===== config.mk =====
export PLATFORM = sky130hd
export DESIGN_NAME = osc_freq_monitor
export DESIGN_NICKNAME = d
export VERILOG_FILES = /design/src/rtl/osc_freq_monitor.sv
export SDC_FILE = /design/constraint.sdc
export NUM_CORES = 1
export LEC_CHECK = 0
export ABC_AREA = 1
export CORE_MARGIN = 2
export CORE_UTILIZATION = 45
export CTS_BUF_LIST = sky130_fd_sc_hd__clkbuf_8
export DETAILED_ROUTE_END_ITERATION = 12
export GPL_TIMING_DRIVEN = 1
export MAX_ROUTING_LAYER = met4
export SKIP_LAST_GASP = 1
export SLEW_MARGIN = 15
export SYNTH_ARGS = -nofsm -noshare
export SYNTH_HDL_FRONTEND = slang
export SYNTH_SLANG_ARGS = --single-unit

===== constraint.sdc =====
create_clock -name CLK -period 5.05 [get_ports CLK]
set_input_delay 0.505 -clock CLK [delete_from_list [all_inputs] [get_ports CLK]]
set_output_delay 0.505 -clock CLK [all_outputs]
set_load 0.02 [all_outputs]

===== src/rtl/osc_freq_monitor.sv =====
// Oscillator frequency monitor: counts rising edges of an asynchronous clock over a fixed gate window.
// Optional range qualification of LOCKED/FAULT is enabled by defining OSC_FREQ_MON_RANGE_CHECK_EN.
module osc_freq_monitor #(
    parameter int unsigned GATE_CYCLES  = 50000,
    parameter int unsigned CNT_W        = 16,
    parameter int unsigned MIN_COUNT    = 990,
    parameter int unsigned MAX_COUNT    = 1010,
    parameter int unsigned LOCK_WINDOWS = 2
) (
    input  logic             CLK,
    input  logic             RST,
    input  logic             SIG_IN,
    input  logic             EN,
    output logic [CNT_W-1:0] COUNT,
    output logic             COUNT_VALID,
    output logic             SATURATED,
    output logic             LOCKED,
    output logic             FAULT
);

    localparam int unsigned GATE_W = $clog2(GATE_CYCLES);
    localparam int unsigned LOCK_W = $clog2(LOCK_WINDOWS) + 1;
    localparam int unsigned ARM_W  = 2;

    localparam logic [GATE_W-1:0] GATE_LAST = GATE_W'(GATE_CYCLES - 1);
    localparam logic [LOCK_W-1:0] LOCK_LAST = LOCK_W'(LOCK_WINDOWS - 1);
    localparam logic [ARM_W-1:0]  ARM_LAST  = ARM_W'(2);
    localparam logic [CNT_W-1:0]  CNT_MAX   = '1;

    typedef enum logic [1:0] {
        IDLE    = 2'd0,
        ARM     = 2'd1,
        MEASURE = 2'd2
    } state_t;

    state_t              state_q, state_d;
    logic                s1_q, s2_q, s3_q;
    logic [ARM_W-1:0]    arm_q, arm_d;
    logic [GATE_W-1:0]   gate_q, gate_d;
    logic [CNT_W-1:0]    ecnt_q, ecnt_d;
    logic                wsat_q, wsat_d;
    logic [LOCK_W-1:0]   lock_q, lock_d;
    logic [CNT_W-1:0]    count_d;
    logic                valid_d, saturated_d, locked_d, fault_d;

    logic                sig_edge_c;
    logic                at_max_c;
    logic [CNT_W-1:0]    inc_cnt_c;
    logic                inc_sat_c;
    logic                window_good_c;

    // Edge detect on the synchronised input; the increment saturates and records the overflow.
    always_comb begin
        sig_edge_c = s2_q & ~s3_q;
        at_max_c   = (ecnt_q == CNT_MAX);
        inc_cnt_c  = (sig_edge_c && !at_max_c) ? ecnt_q + CNT_W'(1) : ecnt_q;
        inc_sat_c  = wsat_q | (sig_edge_c & at_max_c);
    end

`ifdef OSC_FREQ_MON_RANGE_CHECK_EN
    assign window_good_c = !inc_sat_c
                        && (inc_cnt_c >= CNT_W'(MIN_COUNT))
                        && (inc_cnt_c <= CNT_W'(MAX_COUNT));
`else
    logic unused_range_c;
    // Range bounds have no function without the comparators.
    assign unused_range_c = ^{32'(MIN_COUNT), 32'(MAX_COUNT)};
    assign window_good_c  = (inc_cnt_c != '0);
`endif

    // Next-state and datapath update.
    always_comb begin
        state_d     = state_q;
        arm_d       = arm_q;
        gate_d      = gate_q;
        ecnt_d      = ecnt_q;
        wsat_d      = wsat_q;
        lock_d      = lock_q;
        count_d     = COUNT;
        valid_d     = 1'b0;
        saturated_d = SATURATED;
        locked_d    = LOCKED;
        fault_d     = FAULT;

        case (state_q)
            IDLE: begin
                if (EN) begin
                    state_d = ARM;
                    arm_d   = '0;
                end
            end
            ARM: begin
                arm_d  = arm_q + ARM_W'(1);
                gate_d = '0;
                ecnt_d = '0;
                wsat_d = 1'b0;
                if (arm_q == ARM_LAST) begin
                    state_d = MEASURE;
                end
            end
            MEASURE: begin
                if (gate_q == GATE_LAST) begin
                    gate_d      = '0;
                    ecnt_d      = '0;
                    wsat_d      = 1'b0;
                    count_d     = inc_cnt_c;
                    saturated_d = inc_sat_c;
                    valid_d     = 1'b1;
                    if (window_good_c) begin
                        if (lock_q >= LOCK_LAST) begin
                            locked_d = 1'b1;
                        end else begin
                            lock_d = lock_q + LOCK_W'(1);
                        end
                    end else begin
                        locked_d = 1'b0;
                        lock_d   = '0;
`ifdef OSC_FREQ_MON_RANGE_CHECK_EN
                        if (LOCKED) begin
                            fault_d = 1'b1;
                        end
`endif
                    end
                end else begin
                    gate_d = gate_q + GATE_W'(1);
                    ecnt_d = inc_cnt_c;
                    wsat_d = inc_sat_c;
                end
            end
            default: state_d = IDLE;
        endcase

        // Disable abandons the partial window but keeps the last reported count.
        if (!EN) begin
            state_d  = IDLE;
            gate_d   = '0;
            ecnt_d   = '0;
            wsat_d   = 1'b0;
            lock_d   = '0;
            valid_d  = 1'b0;
            locked_d = 1'b0;
            fault_d  = 1'b0;
            count_d  = COUNT;
            saturated_d = SATURATED;
        end
    end

    always_ff @(posedge CLK) begin
        if (RST) begin
            state_q     <= IDLE;
            s1_q        <= 1'b0;
            s2_q        <= 1'b0;
            s3_q        <= 1'b0;
            arm_q       <= '0;
            gate_q      <= '0;
            ecnt_q      <= '0;
            wsat_q      <= 1'b0;
            lock_q      <= '0;
            COUNT       <= '0;
            COUNT_VALID <= 1'b0;
            SATURATED   <= 1'b0;
            LOCKED      <= 1'b0;
            FAULT       <= 1'b0;
        end else begin
            state_q     <= state_d;
            s1_q        <= SIG_IN;
            s2_q        <= s1_q;
            s3_q        <= s2_q;
            arm_q       <= arm_d;
            gate_q      <= gate_d;
            ecnt_q      <= ecnt_d;
            wsat_q      <= wsat_d;
            lock_q      <= lock_d;
            COUNT       <= count_d;
            COUNT_VALID <= valid_d;
            SATURATED   <= saturated_d;
            LOCKED      <= locked_d;
            FAULT       <= fault_d;
        end
    end

endmodule


==> Implementation_results.wiki, run 1 <==
{| class="wikitable"
! Metric !! Value
|-
| Number of placement rows || 30
|-
| DR vias || between 2000 and 3000
|-
| FF-to-FF path depth || 7
|-
| Placed cell count || around 580
|-
| # fillers || a little under 700
|-
| Top library cells by usage in the layout, fill and taps aside || nand2_1 (133), dfxtp_1 (61), inv_1 (51)
|-
| Number of flops mapped to enable cells by yosys || 0
|-
| Number of buffers between clock root and the deepest sink || 2
|-
| FFs w/ async S/R, synth || 0
|-
| DRT Wirelength || 7.304 mm
|-
| Number of optimization iterations in the first detailed-route pass || 4
|-
| Number of buffers created by CTS || 9
|-
| Number of global-route vias before repair || between 2000 and 3000
|-
| Post-detail-place hpwl || 5.194 mm
|-
| Clk_lat worst skew || 0.34 ns
|-
| Final Hold Fails || 0
|-
| Area of the multi-input gates || about 1700 um2
|-
| Placement Cell Area || around 3400 um2
|-
| Chip width || around 90 um
|-
| Setup Viol. Count Final || 0
|-
| Slowest stage cell on the critical path || nor2_1
|-
| Reg2Reg Capture Point || gate_q[12]$_SDFFE_PP0P_
|-
| Number of register bits inferred by synthesis || slightly above 60
|-
| Synthesized-area fraction occupied by xor and xnor cells || 0.01107
|-
| Proportion of synthesized area in mux cells || 0
|-
| Number of nets with antenna violations after detailed routing || 0
|-
| Period minus WS final || about 2.8 ns
|-
| Internal power || slightly below 0.8 mW
|-
| Clock Skews || between 0.008 and 0.009 ns
|-
| Register-to-register path setup slack || ~2.3 ns
|-
| TritonCTS clock tree || built
|-
| Cells traversed along the worst timing path || inv_1 -> ha_1 -> clkinv_1 -> nor2_1 -> buf_4 -> o211ai_1 -> a21oi_1
|-
| Path class of the lowest-slack min-delay path || reg2reg
|-
| Clock transition at the registers of the reported paths || about 0.070 ns
|-
| Result of the run || finished clean
|-
| Initial DRC Count || 134
|-
| Highest cell delay on the worst timing path || around 0.79 ns
|-
| Postcts setup bufs || 0
|-
| Global-route wire length before repair || between 10 and 15 mm
|-
| Pwr Density || 274.5 nW/um2
|-
| Share of synthesized cell area in and, or, nand and nor gates || 0.3435
|-
| Sum of internal, switching and leakage power || 1.001 mW
|-
| Fraction of the yosys area taken by sequential cells || 0.3858
|-
| Portion of total power attributed to sequential cells || 0.484
|-
| Post-layout nets || between 500 and 600
|-
| Compound-Gate Fraction of Synth Area || 0.1407
|-
| Effective utilization at floorplan || 0.4659
|-
| Final routed wire length divided by cell count || approximately 12 um
|-
| Post-detailed-route via-to-cell ratio || 5.012
|-
| Cell count after synthesis || about 470
|-
| Core region area || 6794 um2
|-
| TNS Setup || 0 ns
|-
| Number of non-filler instances in the completed layout || a little under 600
|-
| Classification of the worst setup path || reg2reg
|-
| Pins Over Slew Limit || 0
|-
| Post-cts sizing count || 0
|-
| Critical R2R Launch || state_q[0]$_SDFFE_PP0P_
|-
| Area grow syn2layout || 15.26%
|-
| Total I/O pin count || 24
|-
| Post-route clock period utilization || 0.5531
|-
| Highest clock frequency the design can meet || 358.0 MHz
|-
| P_sw || around 0.23 mW
|-
| Height of the die || between 80 and 90 um
|-
| Fin worst setup slack || roughly 2.3 ns
|-
| Hold_sp || s1_q$_SDFF_PP0_
|-
| VDD IR max || ~0.12 mV
|-
| Adder-cell area share of the yosys netlist || 0.02767
|-
| Main synth FF type || dfxtp_1
|-
| Sequential cell area || between 1000 and 1500 um2
|-
| Fraction of layout instances using a drive strength above 1 || 0.07677
|-
| Combinational fraction of design power || 0.040
|-
| Worst rel slew slack || 0.3517
|-
| Combinational family with the most area after synthesis || simple AND/OR/NAND/NOR gates
|-
| Critical path data arrival time || around 3.1 ns
|-
| Termination of the worst setup path || gate_q[12]$_SDFFE_PP0P_
|-
| Synth Cell Area || about 3200 um2
|-
| Switching fraction of total power || 0.2330
|-
| Maxcap violations || 0
|-
| Actual slew at the worst max-slew pin || roughly 0.97 ns
|-
| Initial antenna violation count || 0
|-
| Synthesized net count || about 480
|-
| Portion of total power attributed to the clock network || 0.476
|-
| Pre-CTS worst setup slack || approximately 2.2 ns
|-
| Overall track demand over capacity in global routing || 0.2111
|-
| Pin count of the biggest net entering global routing || 33
|-
| Number of sinks on the clock net || between 60 and 70
|-
| Antenna diodes || 0
|-
| Most frequent standard cell in the layout excluding fill and tap cells || nand2_1
|-
| CTS Hold Bufs || 0
|-
| # DRC || 0
|-
| Worst hold margin || about 0.4 ns
|-
| CP Max Fanout || 27
|-
| Utilization of the core after routing || 0.5370
|-
| Crit path capture type || flop
|-
| Final instance area || between 3000 and 4000 um2
|-
| Clk Tree Root Cell || clkbuf_8
|-
| Final weighted congestion in routability-driven placement || 0.8622
|-
| Quantity of I/O buffers inserted on ports || 22
|-
| Setup repair after global routing missed its margin || false
|-
| Count of different cell masters after synthesis || 35
|-
| Leak pwr || ~1.4 nW
|-
| Number of H-tree levels || 3
|-
| Floorplan die area || approximately 7700 um2
|-
| Grt total ovfl || 0
|-
| Yosys warnings || 0
|-
| Launch point of the critical path || state_q[0]$_SDFFE_PP0P_
|-
| CP Launch Type || flop
|-
| Required time worst endpoint || 5.31 ns
|-
| Syn_area_per_cell || 6.721 um2
|}
## synth_stat cells, drive strengths merged (7+ instances only)
cell type	count	area, um2
nor2	56	237.7
nand4	7	43.79
nand3	19	100.1
nor3	10	50.05
nand2	144	578.1
ha	7	87.58
buf	8	55.05
o21ai	26	130.1
a31oi	12	75.07
clkbuf	8	31.28
dfxtp	61	1221
inv	52	195.2
a21oi	37	185.2
## cell type report
type | count | share of cell area
clock buffer | 9 | 0.03395
tap | 96 | 0.03292
timing repair buffer | 24 | 0.06447
inverter | 53 | 0.05453
clock inverter | 7 | 0.02469
sequential | 61 | 0.3347
multi-input combinational | 341 | 0.4547
## worst min-delay path by stage
stage                                 end  slack (ns)  cells past startpoint
after floorplan           s2_q$_SDFF_PP0_        0.39                      2
final                     s2_q$_SDFF_PP0_        0.41                      2
after global routing      s2_q$_SDFF_PP0_        0.41                      2
after detailed placement  s2_q$_SDFF_PP0_        0.40                      2
after CTS                 s2_q$_SDFF_PP0_        0.41                      2
after global placement    s2_q$_SDFF_PP0_        0.39                      2
## worst max-delay path: cells and delay by family (launching register included)
family | cells | cell delay [ns]
AND/OR/NAND/NOR | 1 | 0.79
buffers and inverters | 3 | 0.99
flip-flops | 1 | 0.34
AO/OA/AOI/OAI | 2 | 0.22
adder cells (fa/ha/maj) | 1 | 0.36
## state kept, by name (all words and copies together) (netlist names), 2 cells and up
register / flops
COUNT: 16
gate_q: 16
arm_q: 2
lock_q: 2
ecnt_q: 16
state_q: 2
## cells by family after synthesis
kind of cell | Yosys count
fa+ha+maj | 7
other cells | 1
compound gates | 82
xor+xnor | 4
simple gates | 247
flops | 61
buf+inv | 69
## routing by layer
metal | track usage | routed length, um
met4 | 0.06154 | 83
met1 | 0.2548 | 3449
met3 | 0.04241 | 206
met2 | 0.3561 | 3565
met5 | - | 0
## power groups by stage
stage,registers (mW),clock network [mW],logic (mW)
2_1_floorplan,0.495,0,0.0305
3_3_place_gp,0.496,0,0.0405
3_5_place_dp,0.496,0,0.0410
4_1_cts,0.484,0.486,0.0411
5_1_grt,0.485,0.506,0.0462
6_report,0.485,0.476,0.0404
Note: power is estimated with default switching activity, not from simulation.
==> inputs of run 2 (changes only) <==
- clock period: 5.05 -> 2.75 ns (I/O delays scaled with it)
==> run 2 against run 1 <==
Critical path depth rose by 9. Non-clock buffer count is 5 higher. Combinational power up 94%. Final cell count is 0.51% higher. Hold slack worse by 0.0016 ns. Via count is 0.61% lower. Clock skew shrank 0.0039 ns. Largest cell class unchanged. Highest routed layer unchanged.
==> Implementation_results.wiki, run 2 (synthesis results as in run 1) <==
{| class="wikitable"
! Metric !! Value
|-
| Result of the run || finished clean
|-
| Grt total ovfl || 0
|-
| Most frequent standard cell in the layout excluding fill and tap cells || nand2_1
|-
| Number of placement rows || 30
|-
| Largest registers || COUNT (16), ecnt_q (16), gate_q (16)
|-
| Post-layout nets || between 500 and 600
|-
| Number of nets with antenna violations after detailed routing || 0
|-
| Total I/O pin count || 24
|-
| Setup repair after global routing missed its margin || false
|-
| Crit path capture type || flop
|-
| Period minus WS final || about 2.3 ns
|-
| Post-detailed-route via-to-cell ratio || approximately 5.0
|-
| Critical R2R Launch || ecnt_q[0]$_SDFFE_PP0P_
|-
| Overall track demand over capacity in global routing || 0.2153
|-
| Internal power || 1.269 mW
|-
| Global-route wire length before repair || around 12 mm
|-
| Path class of the lowest-slack min-delay path || reg2reg
|-
| Clock transition at the registers of the reported paths || ~0.070 ns
|-
| Effective utilization at floorplan || 0.4659
|-
| Hold_sp || s1_q$_SDFF_PP0_
|-
| Required time worst endpoint || between 2 and 3 ns
|-
| FF-to-FF path depth || 16
|-
| Highest cell delay on the worst timing path || 0.44 ns
|-
| Slowest stage cell on the critical path || dfxtp_1
|-
| Initial antenna violation count || 0
|-
| Number of buffers created by CTS || 9
|-
| Register-to-register path setup slack || 0.42 ns
|-
| Termination of the worst setup path || lock_q[0]$_SDFFE_PP0P_
|-
| WP buf/inv || 1
|-
| Clk_lat worst skew || 0.34 ns
|-
| Post-detail-place hpwl || 5.231 mm
|-
| CP Launch Type || flop
|-
| Fraction of layout instances using a drive strength above 1 || 0.08233
|-
| Actual slew at the worst max-slew pin || 0.5319 ns
|-
| # fillers || between 600 and 700
|-
| TritonCTS clock tree || built
|-
| Height of the die || slightly below 90 um
|-
| Antenna diodes || 0
|-
| Final Hold Fails || 0
|-
| Worst rel slew slack || 0.6450
|-
| Number of H-tree levels || 3
|-
| DR vias || just under 3000
|-
| Setup Viol. Count Final || 0
|-
| Number of global-route vias before repair || roughly 2800
|-
| Maxcap violations || 0
|-
| Portion of total power attributed to sequential cells || 0.534
|-
| Launch point of the critical path || ecnt_q[0]$_SDFFE_PP0P_
|-
| Final weighted congestion in routability-driven placement || 0.8573
|-
| Chip width || 87.87 um
|-
| Area grow syn2layout || 14.98%
|-
| Classification of the worst setup path || reg2reg
|-
| Critical Path Stages || 16
|-
| Family with the most delay on the worst path || simple AND/OR/NAND/NOR gates
|-
| Initial DRC Count || 119
|-
| VDD IR max || about 0.24 mV
|-
| Placement Cell Area || approximately 3500 um2
|-
| Final routed wire length divided by cell count || around 12 um
|-
| Clock Skews || approximately 0.0044 ns
|-
| Cell mode on critical path || nand2_1
|-
| Number of buffers between clock root and the deepest sink || 2
|-
| P_sw || ~0.4 mW
|-
| Pin count of the biggest net entering global routing || 24
|-
| Number of optimization iterations in the first detailed-route pass || 4
|-
| Switching fraction of total power || 0.2389
|-
| Portion of total power attributed to the clock network || 0.419
|-
| Reg2Reg Capture Point || lock_q[0]$_SDFFE_PP0P_
|-
| CP Max Fanout || 11
|-
| Pins Over Slew Limit || 0
|-
| Leak pwr || around 1.4 nW
|-
| Combinational fraction of design power || 0.047
|-
| Core region area || 6794 um2
|-
| Highest clock frequency the design can meet || ~430 MHz
|-
| Floorplan die area || between 7000 and 8000 um2
|-
| Post-route clock period utilization || 0.8457
|-
| Cells traversed along the worst timing path || ha_1 -> inv_1 -> nor2_4 -> nand2_2 -> nor2_2 -> nor2_2 -> nand2_1 -> nand2_1 -> nor2_1 -> nand2_1 -> nor2_2 -> nand2_1 -> nand2_1 -> nand2_1 -> nand2_1 -> nor2_1
|-
| Critical path data arrival time || 2.56 ns
|-
| TNS Setup || 0 ns
|-
| Clk Tree Root Cell || clkbuf_8
|-
| Quantity of I/O buffers inserted on ports || 22
|-
| Pwr Density || around 460 nW/um2
|-
| Worst hold margin || 0.4041 ns
|-
| Final instance area || 3640 um2
|-
| DRT Wirelength || about 7.2 mm
|-
| # DRC || 0
|-
| Top library cells by usage in the layout, fill and taps aside || nand2_1 (133), dfxtp_1 (61), inv_1 (52)
|-
| Number of sinks on the clock net || 61
|}
==> run 2: changes by cell type in the layout (fill, tap and decap cells not counted) <==
| cell | change |
|---|---|
| inv_1 | +1 |
| bufinv_16 | -2 |
| buf_4 | +5 |
| clkinvlp_4 | -2 |
| clkinv_2 | -1 |
| clkbuf_8 | +2 |
| nor2_1 | -1 |
| nor2_2 | +1 |
==> run 2: repair_timing <==
item                       4_1_cts  5_1_grt
resized for setup                0        1
hold buffers                     0        0
buffers inserted                 0        0
setup endpoints to repair        0        1
==> run 2: metal layers <==
layer  GRT usage  vias up  wire length (um)
li1            -     1575                 -
met1      0.2604     1323              3525
met2      0.3485       38              3368
met3     0.05184        8               217
met4     0.07832        0               108
met5           -        -                 0
==> run 2: worst reg2reg max path, delay by kind of cell (launching register included) <==
kind                     cells  cell delay (ns)
adder cells (fa/ha/maj)      1             0.33
buffers and inverters        1             0.11
AND/OR/NAND/NOR             14             1.33
flip-flops                   1             0.44
==> run 2: worst min-delay path by stage <==
stage                           end  slack [ns]  cells past startpoint
floorplan           s1_q$_SDFF_PP0_        0.38                      2
detailed placement  s2_q$_SDFF_PP0_        0.40                      2
finish              s2_q$_SDFF_PP0_        0.40                      2
CTS                 s2_q$_SDFF_PP0_        0.41                      2
global placement    s2_q$_SDFF_PP0_        0.39                      2
global route        s2_q$_SDFF_PP0_        0.43                      2
==> run 2: power by group through the flow <==
stage          clock network, mW  logic (mW)  registers [mW]
2_1_floorplan                  0      0.0561           0.910
3_3_place_gp                   0      0.0783           0.910
3_5_place_dp                   0      0.0793           0.910
4_1_cts                    0.716      0.0797           0.890
5_1_grt                    0.752      0.0896           0.890
6_report                   0.699      0.0784           0.890
==> run 2: final cells by class <==
| cell class | instances | area (um2) | area share |
|---|---|---|---|
| timing repair buffer | 29 | 272.8 | 0.07494 |
| tap | 96 | 120.1 | 0.03300 |
| clock inverter | 3 | 13.76 | 0.003781 |
| multi-input combinational | 341 | 1662 | 0.4565 |
| sequential | 61 | 1221 | 0.3355 |
| inverter | 53 | 198.9 | 0.05466 |
| clock buffer | 11 | 151.4 | 0.04160 |
==> run 2: through the flow <==
stage	utilization	cells	setup slack [ns]	total power, mW
final	0.5357	594	0.4244	1.667
after global routing	0.5357	594	0.04379	1.732
after CTS	0.5354	594	0.2203	1.686
after detailed placement	0.5111	580	0.2394	0.9895
after floorplan	-	471	0.7579	0.9659
after global placement	0.5111	580	0.3295	0.9884
==> inputs of run 3 (changes only) <==
- PLACE_DENSITY: not set -> 0.66
- clock period: 2.75 -> 2.11 ns (I/O delays scaled with it)
==> run 3 against run 2 <==
Final cell count up 3.5%. Combinational power up 47%. Via count up 5.1%. Clock-buffer cell count down 2. Clock skew up 0.0064 ns. Sequential cell count unchanged. Hold slack worse by 0.032 ns. Die area unchanged. Sequential power up 30%. Fmax up 16%. Sequential share of layout area down 2.2 points. Power up 40%. Largest cell class unchanged. Highest routed layer unchanged.
==> Implementation_results.wiki, run 3 (synthesis results as in run 1) <==
{| class="wikitable"
! Metric !! Value
|-
| Actual slew at the worst max-slew pin || 0.7229 ns
|-
| Largest registers || COUNT (16), ecnt_q (16), gate_q (16)
|-
| Highest cell delay on the worst timing path || around 0.38 ns
|-
| Slowest stage cell on the critical path || dfxtp_2
|-
| Clk Tree Root Cell || clkbuf_8
|-
| DRT Wirelength || 7.714 mm
|-
| Final instance area || ~3900 um2
|-
| Family with the most delay on the worst path || simple AND/OR/NAND/NOR gates
|-
| Floorplan die area || slightly below 8000 um2
|-
| CP Launch Type || flop
|-
| Top library cells by usage in the layout, fill and taps aside || nand2_1 (130), dfxtp_1 (51), inv_1 (49)
|-
| Worst rel slew slack || 0.5175
|-
| Number of buffers between clock root and the deepest sink || 2
|-
| # DRC || 0
|-
| FF-to-FF path depth || 13
|-
| Placement Cell Area || 3595 um2
|-
| TritonCTS clock tree || built
|-
| Effective utilization at floorplan || 0.4659
|-
| Number of sinks on the clock net || 61
|-
| Result of the run || finished clean
|-
| Path class of the lowest-slack min-delay path || in2reg
|-
| Worst Hold End || s1_q$_SDFF_PP0_
|-
| Worst hold margin || around 0.37 ns
|-
| Pins Over Slew Limit || 0
|-
| Pwr Density || just under 600 nW/um2
|-
| TNS Setup || 0 ns
|-
| Number of buffers created by CTS || 9
|-
| Maxcap violations || 0
|-
| Placed cell count || roughly 590
|-
| # fillers || between 600 and 700
|-
| Number of global-route vias before repair || approximately 3000
|-
| Final Hold Fails || 0
|-
| Critical path data arrival time || approximately 2.2 ns
|-
| CP Max Fanout || 11
|-
| Crit path capture type || flop
|-
| Final routed wire length divided by cell count || 12.54 um
|-
| Total I/O pin count || 24
|-
| Chip width || approximately 90 um
|-
| Final weighted congestion in routability-driven placement || approximately 0.89
|-
| Number of placement rows || 30
|-
| Hold_sp || SIG_IN
|-
| Clk_lat worst skew || between 0.3 and 0.4 ns
|-
| Initial antenna violation count || 0
|-
| Number of non-filler instances in the completed layout || between 600 and 700
|-
| Register-to-register path setup slack || approximately 0.11 ns
|-
| Number of optimization iterations in the first detailed-route pass || 4
|-
| Required time worst endpoint || ~2.4 ns
|-
| Number of H-tree levels || 3
|-
| Setup repair after global routing missed its margin || true
|-
| Pin count of the biggest net entering global routing || 23
|-
| Area grow syn2layout || 24.19%
|-
| Grt total ovfl || 0
|-
| Number of nets with antenna violations after detailed routing || 0
|-
| Clock transition at the registers of the reported paths || approximately 0.07 ns
|-
| Post-detailed-route via-to-cell ratio || ~5
|-
| Leak pwr || roughly 1.5 nW
|-
| Period minus WS final || about 2.0 ns
|-
| Post-route clock period utilization || 0.9481
|-
| Classification of the worst setup path || reg2reg
|-
| Reg2Reg Capture Point || lock_q[0]$_SDFFE_PP0P_
|-
| Initial DRC Count || roughly 160
|-
| Overall track demand over capacity in global routing || 0.2283
|-
| Critical R2R Launch || ecnt_q[8]$_SDFFE_PP0P_
|-
| Most frequent standard cell in the layout excluding fill and tap cells || nand2_1
|-
| Post-detail-place hpwl || about 5.5 mm
|-
| Clock Skews || 0.01083 ns
|-
| VDD IR max || roughly 0.5 mV
|-
| Hold-critical path depth || 3
|-
| Global-route wire length before repair || approximately 13 mm
|-
| CTS Hold Bufs || 0
|-
| Cells traversed along the worst timing path || nand2_1 -> nor2_4 -> nand2_2 -> nor2_2 -> nor2_4 -> nand2_2 -> nand2_1 -> nor2_1 -> nand2_1 -> nor2_4 -> nand3_2 -> a21oi_1 -> nor2_1
|-
| DR vias || 3095
|-
| Highest clock frequency the design can meet || between 400 and 500 MHz
|-
| Quantity of I/O buffers inserted on ports || 22
|-
| Fraction of layout instances using a drive strength above 1 || 0.1715
|-
| Post-layout nets || about 530
|-
| Antenna diodes || 0
|-
| Height of the die || roughly 88 um
|-
| Setup Viol. Count Final || 0
|-
| Core region area || just under 7000 um2
|-
| WP buf/inv || 0
|}
-- run 3: cell types whose count changed in the layout (fill, tap and decap cells not counted), moves of 5 or more --
cell / delta
nor2_1: -7
nor2_4: +5
dfxtp_1: -10
dfxtp_2: +10
buf_4: +17
-- run 3: worst max path at each step --
| stage | start | endpoint | slack (ns) | cells past startpoint |
|---|---|---|---|---|
| after floorplan | ecnt_q[0]$_SDFFE_PP0P_ | lock_q[0]$_SDFFE_PP0P_ | 0.12 | 16 |
| after global placement | ecnt_q[0]$_SDFFE_PP0P_ | lock_q[0]$_SDFFE_PP0P_ | -0.1 | 16 |
| after detailed placement | ecnt_q[0]$_SDFFE_PP0P_ | lock_q[1]$_SDFFE_PP0P_ | -0.23 | 14 |
| after CTS | ecnt_q[0]$_SDFFE_PP0P_ | lock_q[1]$_SDFFE_PP0P_ | 0.03 | 15 |
| after global routing | ecnt_q[1]$_SDFFE_PP0P_ | lock_q[0]$_SDFFE_PP0P_ | -0.04 | 17 |
| final | ecnt_q[8]$_SDFFE_PP0P_ | lock_q[0]$_SDFFE_PP0P_ | 0.11 | 13 |
-- run 3: area by class of cell --
type / instances / area, um2 / area share
inverter: 53 / 202.7 / 0.05156
clock inverter: 7 / 76.32 / 0.01941
clock buffer: 9 / 123.9 / 0.03151
multi-input combinational: 341 / 1734 / 0.4411
timing repair buffer: 48 / 440.4 / 0.1120
tap: 96 / 120.1 / 0.03055
sequential: 61 / 1234 / 0.3138
-- run 3: routing by layer --
metal	GRT usage	wire [um]	up-vias
met3	0.04147	290	10
met1	0.2684	3514	1411
met4	0.1189	169	0
li1	-	-	1618
met5	-	0	-
met2	0.3712	3739	56
-- run 3: worst reg2reg max path: cells and delay by family, from the launching register on --
kind | cells | cell delay [ns]
simple gates | 12 | 1.39
flops | 1 | 0.38
compound gates | 1 | 0.14
-- run 3: through the flow --
step,setup slack [ns],total power [mW],util
3_3_place_gp,-0.09795,1.288,0.5291
2_1_floorplan,0.1179,1.259,-
3_5_place_dp,-0.2280,1.292,0.5291
6_report,0.1096,2.332,0.5786
4_1_cts,0.03259,2.345,0.5589
5_1_grt,-0.04217,2.415,0.5786
-- run 3: what timing repair did --
item | 4_1_cts | 5_1_grt
pin swaps | 0 | 7
buffers inserted | 0 | 6
setup endpoints to repair | 3 | 12
gates resized for setup | 1 | 33
-- run 3: report_power, final --
group	switching (mW)	leakage [nW]	total [mW]	internal (mW)
clock	0.509	0.0954	1.06	0.548
sequential	0.00279	0.497	1.16	1.16
combinational	0.0794	0.940	0.115	0.0356
